File: config.mk
export PLATFORM = sky130hd
export DESIGN_NAME = key_mode_sequencer_flat
export DESIGN_NICKNAME = d
export VERILOG_FILES = /design/src/rtl/key_mode_sequencer_if.sv /design/src/rtl/key_mode_sequencer.sv /design/src/flat_wrapper.sv
export SDC_FILE = /design/constraint.sdc
export NUM_CORES = 1
export LEC_CHECK = 0
export CORE_MARGIN = 3
export CORE_UTILIZATION = 30
export CTS_CLUSTER_SIZE = 16
export DETAILED_ROUTE_END_ITERATION = 12
export MAX_ROUTING_LAYER = met4
export REMOVE_ABC_BUFFERS = 1
export SYNTH_ARGS = -nofsm -noshare
export SYNTH_HDL_FRONTEND = slang
export SYNTH_SLANG_ARGS = --single-unit
File: constraint.sdc
create_clock -name MAX10_CLK1_50 -period 6.05 [get_ports MAX10_CLK1_50]
set_clock_uncertainty 0.1 [all_clocks]
set_input_delay 0.9075 -clock MAX10_CLK1_50 [delete_from_list [all_inputs] [get_ports MAX10_CLK1_50]]
set_output_delay 0.9075 -clock MAX10_CLK1_50 [all_outputs]
set_load 0.02 [all_outputs]
File: src/rtl/key_mode_sequencer_if.sv
// Board-side bundle for the key/mode front end: raw active-low KEYs in,
// debounced levels, mode select and strobes out.
interface key_mode_sequencer_if;
    logic [1:0] KEY;
    logic [1:0] mode;
    logic [1:0] key_state;
    logic       step_pulse;
    logic       clear_pulse;

    modport master (output KEY, input mode, key_state, step_pulse, clear_pulse);
    modport slave  (input KEY, output mode, key_state, step_pulse, clear_pulse);
endinterface

File: src/rtl/key_mode_sequencer.sv
// Synchronize + debounce two active-low push buttons and turn accepted KEY0
// presses into a wrapping mode count; KEY0 while KEY1 is held clears the mode.
module key_mode_sequencer_debounce #(
    parameter int DEBOUNCE_CYCLES = 1000000
) (
    input  logic clk_i,
    input  logic rst_i,
    input  logic key_n_i,
    output logic level_o
);
    localparam int CW = (DEBOUNCE_CYCLES > 1) ? $clog2(DEBOUNCE_CYCLES) : 1;
    localparam logic [CW-1:0] CNT_MAX = CW'(DEBOUNCE_CYCLES - 1);

    logic [1:0]    sync_q;
    logic [CW-1:0] cnt_q, cnt_d;
    logic          level_q, level_d;
    logic          s;

    assign s = ~sync_q[1];

    // Any return to the accepted level drops the count back to zero.
    always_comb begin
        cnt_d   = '0;
        level_d = level_q;
        if (s != level_q) begin
            if (cnt_q == CNT_MAX) level_d = s;
            else                  cnt_d   = cnt_q + 1'b1;
        end
    end

    always_ff @(posedge clk_i) begin
        if (rst_i) begin
            sync_q  <= 2'b11;
            cnt_q   <= '0;
            level_q <= 1'b0;
        end else begin
            sync_q  <= {sync_q[0], key_n_i};
            cnt_q   <= cnt_d;
            level_q <= level_d;
        end
    end

    assign level_o = level_q;
endmodule

module key_mode_sequencer #(
    parameter int DEBOUNCE_CYCLES = 1000000,
    parameter int MODE_COUNT      = 4
) (
    input  logic                 MAX10_CLK1_50,
    input  logic                 RESET,
    key_mode_sequencer_if.slave  bus
);
    localparam logic [1:0] MODE_MAX = 2'(MODE_COUNT - 1);

    logic [1:0] key_state;
    logic       prev0_q;
    logic [1:0] mode_q, mode_d;
    logic       step_q, step_d;
    logic       clear_q, clear_d;
    logic       press0;

    for (genvar i = 0; i < 2; i++) begin : g_key
        key_mode_sequencer_debounce #(.DEBOUNCE_CYCLES(DEBOUNCE_CYCLES)) u_db (
            .clk_i   (MAX10_CLK1_50),
            .rst_i   (RESET),
            .key_n_i (bus.KEY[i]),
            .level_o (key_state[i])
        );
    end

    assign press0 = key_state[0] & ~prev0_q;

    // KEY1 is sampled on the same cycle as the press edge, so a simultaneous
    // debounce of both keys resolves to a clear.
    always_comb begin
        mode_d  = mode_q;
        step_d  = 1'b0;
        clear_d = 1'b0;
        if (press0) begin
            if (key_state[1]) begin
                mode_d  = 2'd0;
                clear_d = 1'b1;
            end else begin
                mode_d  = (mode_q == MODE_MAX) ? 2'd0 : mode_q + 2'd1;
                step_d  = 1'b1;
            end
        end
    end

    always_ff @(posedge MAX10_CLK1_50) begin
        if (RESET) begin
            prev0_q <= 1'b0;
            mode_q  <= 2'd0;
            step_q  <= 1'b0;
            clear_q <= 1'b0;
        end else begin
            prev0_q <= key_state[0];
            mode_q  <= mode_d;
            step_q  <= step_d;
            clear_q <= clear_d;
        end
    end

    assign bus.mode        = mode_q;
    assign bus.key_state   = key_state;
    assign bus.step_pulse  = step_q;
    assign bus.clear_pulse = clear_q;
endmodule

File: src/flat_wrapper.sv
// flat-port wrapper written by rule: the top's interface ports become plain ports
module key_mode_sequencer_flat 
#(
    parameter int DEBOUNCE_CYCLES = 1000000,
    parameter int MODE_COUNT      = 4
)
  (MAX10_CLK1_50, RESET, bus_KEY, bus_mode, bus_key_state, bus_step_pulse, bus_clear_pulse);
  key_mode_sequencer_if bus_i ();
  input  logic MAX10_CLK1_50;
  input  logic RESET;
  input wire logic [$bits(bus_i.KEY)-1:0] bus_KEY;
  output wire logic [$bits(bus_i.mode)-1:0] bus_mode;
  output wire logic [$bits(bus_i.key_state)-1:0] bus_key_state;
  output wire logic [$bits(bus_i.step_pulse)-1:0] bus_step_pulse;
  output wire logic [$bits(bus_i.clear_pulse)-1:0] bus_clear_pulse;
  assign bus_i.KEY = bus_KEY;
  assign bus_mode = bus_i.mode;
  assign bus_key_state = bus_i.key_state;
  assign bus_step_pulse = bus_i.step_pulse;
  assign bus_clear_pulse = bus_i.clear_pulse;
  key_mode_sequencer #(.DEBOUNCE_CYCLES(DEBOUNCE_CYCLES), .MODE_COUNT(MODE_COUNT)) u_core (.MAX10_CLK1_50(MAX10_CLK1_50), .RESET(RESET), .bus(bus_i));
endmodule
==> flow_metrics.tcl <==
set metrics [dict create \
    status "complete, no violations" \
    grt_max_degree 21 \
    total_leakage_power_nw 0.7594 \
    clkSlewWorstSetupHoldPaths_ns 0.09 \
    routed_via_density 4.721 \
    ioPinCount 10 \
    router_iterations_before_antenna_repair 4 \
    timing.critical_path.required_ns 5.04 \
    pwr_density_cell_nw_per_um2 219.1 \
    worst_hold_startpoint "u_core.g_key[1].u_db.sync_q[0]" \
    cts.repair.resized 0 \
    hold_path_depth 1 \
    floorplan.initialDensity_pct 31.66 \
    floorplan.die.width_um 91.60 \
    area.sequential_um2 1021 \
    routed-via-count 1605 \
    reg2reg_setup_slack_ns 3.86 \
    routed_wl_mm 3.737 \
    cp_cell_sequence "clkdlybuf4s50_1" \
    critPathSlowestCell "clkdlybuf4s50_1" \
    rsz0062_at_grt "false" \
    root_buffer "clkbuf_8" \
    drv_cap 0 \
    cts_hold_buffers 0 \
    post-cts-setup-buffer-count 0 \
    number_of_diodes_added_for_antenna_fixing 0 \
    worstPathBufferInverterCount 1 \
    post_route_non_filler_standard_cell_count 340 \
    crit_type "reg2out" \
    antenna_violating_nets_post_route 0 \
    setup_viol 0 \
    core_region_area_um2 6944 \
    worst_slack_ns 3.649 \
    layout-area-overhead-vs-synth_pct 10.36 \
    global_routing_usage_summed_across_all_routing_layers_pct 9.995 \
    synth-seq-cells 51 \
    critical_path.endpoint_type "output port" \
    most-common-layout-cells "dfxtp_1 (51), nor2_1 (32), xor2_1 (20), a21oi_1 (14), nand3_1 (13)" \
    layout.core_utilization_pct 34.94 \
    floorplan.die.height_um 91.60 \
    crit_family "buffers and inverters" \
    post-dp-hpwl_mm 2.591 \
    tightest_hold_margin_ns 0.3151 \
    hold_class "reg2reg" \
    reg2regPathDepth 4 \
    maxSlewHeadroom_pct 48.42 \
    synth-seq-area-share_pct 46.44 \
    routed_wl_per_cell_um 10.99 \
    clock_latency_ns 0.30 \
    syn-cell-area_um2 2198 \
    layout_worst_path_cycle_share_pct 39.69 \
    synth_ff_type "dfxtp_1" \
    max_freq_ghz 0.4164 \
    vdd_ir_drop_max_v 0.00009927 \
    arrival_ns 1.39 \
    core.rowCount 30 \
    max-clock-path-buffers 2 \
    syn-mean-instance-area_um2 9.160 \
    critical_path.max_fanout 7 \
    tns_ns 0 \
    global_route_wire_length_before_repair_mm 6.706 \
    dr.first_iter.drc_count 71 \
    antenna_found_initial 0 \
    drive_above_1_share_pct 6.967 \
    place_ws_ns 3.313 \
    r2r_start "u_core.g_key[1].u_db.cnt_q[15]" \
    fillers 716 \
    yosysUniqueCellTypes 38 \
    yosysWarnings 0 \
    post_synth_inst_count 240 \
    synth-edff-count 0 \
    dp_cells 332 \
    final_area_um2 2426 \
    critPathLaunchType "flip-flop" \
    commonest_non_fill_non_tap_cell_in_the_layout "dfxtp_1" \
    tritoncts_num_sinks 51 \
    drc 0 \
    worst_slew_pin_slew_ns 0.7738 \
    hold-path-endpoint "u_core.g_key[1].u_db.sync_q[1]" \
    multi_input_logic_area_um2 1095 \
    gp_congestion 0.7380 \
    final-max-slew-violation-count 0 \
    cts_made_buffers 5 \
    num-nets-final 250 \
    overflow 0 \
    place_area_um2 2341 \
    first_global_vias 1523 \
    worst_stage_delay_on_the_critical_path_ns 0.65 \
    p_total_mw 0.5315 \
    clock_tree_from_tritoncts "built" \
    worst_r2r_dst "u_core.g_key[1].u_db.cnt_q[15]" \
    ctsHtreeMaxLevel 2 \
    fp.dieArea_um2 8391 \
    ys_async_sr_fraction_pct 0 \
    timing.final.crit_period_ns 2.401 \
    final_hold_viol_count 0 \
    port_buffers 9 \
]
[power by group]
| group | switching, mW | leakage [nW] | internal [mW] | total (mW) |
|---|---|---|---|---|
| Sequential | 0.000855 | 0.412 | 0.337 | 0.338 |
| Combinational | 0.00403 | 0.306 | 0.00344 | 0.00747 |
| Clock | 0.105 | 0.0412 | 0.0809 | 0.186 |
| Total | 0.110 | 0.759 | 0.421 | 0.532 |
[synthesized netlist by cell type, types with 2 or more instances]
cell	number	area share [%]
and4_1	8	3.2
xor2_1	20	8.0
clkbuf_1	9	1.5
or3_1	8	2.3
nand4_1	11	3.1
o31ai_1	3	1.0
or2_2	5	1.4
and3b_1	2	0.80
nor3_1	2	0.46
nor4_1	2	0.57
a21oi_1	14	3.2
xnor2_1	7	2.8
inv_1	4	0.68
or4b_1	2	0.91
nand3_1	13	3.0
ha_1	3	1.7
or4_1	2	0.68
nor2_1	32	5.5
dfxtp_1	51	46
and3_1	5	1.4
buf_4	3	1.0
nor3b_1	3	1.0
nand2_1	9	1.5
o21ai_0	8	1.8
[worst max path at each step]
stage,startpoint,to,cells past startpoint
final,u_core.g_key[1].u_db.level_o,bus_key_state[1],1
after global routing,RESET,u_core.g_key[0].u_db.cnt_q[14],3
after CTS,u_core.g_key[1].u_db.level_o,bus_key_state[1],1
after detailed placement,RESET,u_core.g_key[0].u_db.cnt_q[4],3
after global placement,RESET,u_core.g_key[0].u_db.cnt_q[3],3
after floorplan,u_core.g_key[1].u_db.cnt_q[15],u_core.g_key[1].u_db.cnt_q[10],4
[cells by family after synthesis]
kind of cell               Yosys count  synth area share, %
AOI/OAI and AO/OA                   30                8.367
DFF                                 51                46.44
and+or+nand+nor                    112                28.97
xor gates and xnor gates            27                10.76
buffers and inverters               17                3.756
adders and majority gates            3                1.708
[sequential cells by signal, summed over array words and instances, names as in the netlist]
| name | cells |
|---|---|
| u_core.bus.mode | 2 |
| u_core.prev0_q | 1 |
| u_core.g_key.u_db.level_o | 2 |
| u_core.bus.step_pulse | 1 |
| u_core.bus.clear_pulse | 1 |
| u_core.g_key.u_db.sync_q | 4 |
| u_core.g_key.u_db.cnt_q | 40 |
[per-layer routing]
metal  vias to the layer above  share of wire (%)  track usage [%]
met2                        16                 44            15.03
met1                       731                 50            11.99
met5                         -                  0                -
met4                         0                1.8            4.397
li1                        854                  -                -
met3                         4                4.4            3.563
[area by class of cell]
cell class / instances / area share, %
clock buffers: 6 / 2.991
inverters: 4 / 0.6189
repair buffers: 9 / 3.713
well taps: 96 / 4.951
multi-input cells: 172 / 45.13
clock inverters: 2 / 0.5157
flip-flops and latches: 51 / 42.08
Note: power is estimated with default switching activity, not from simulation.
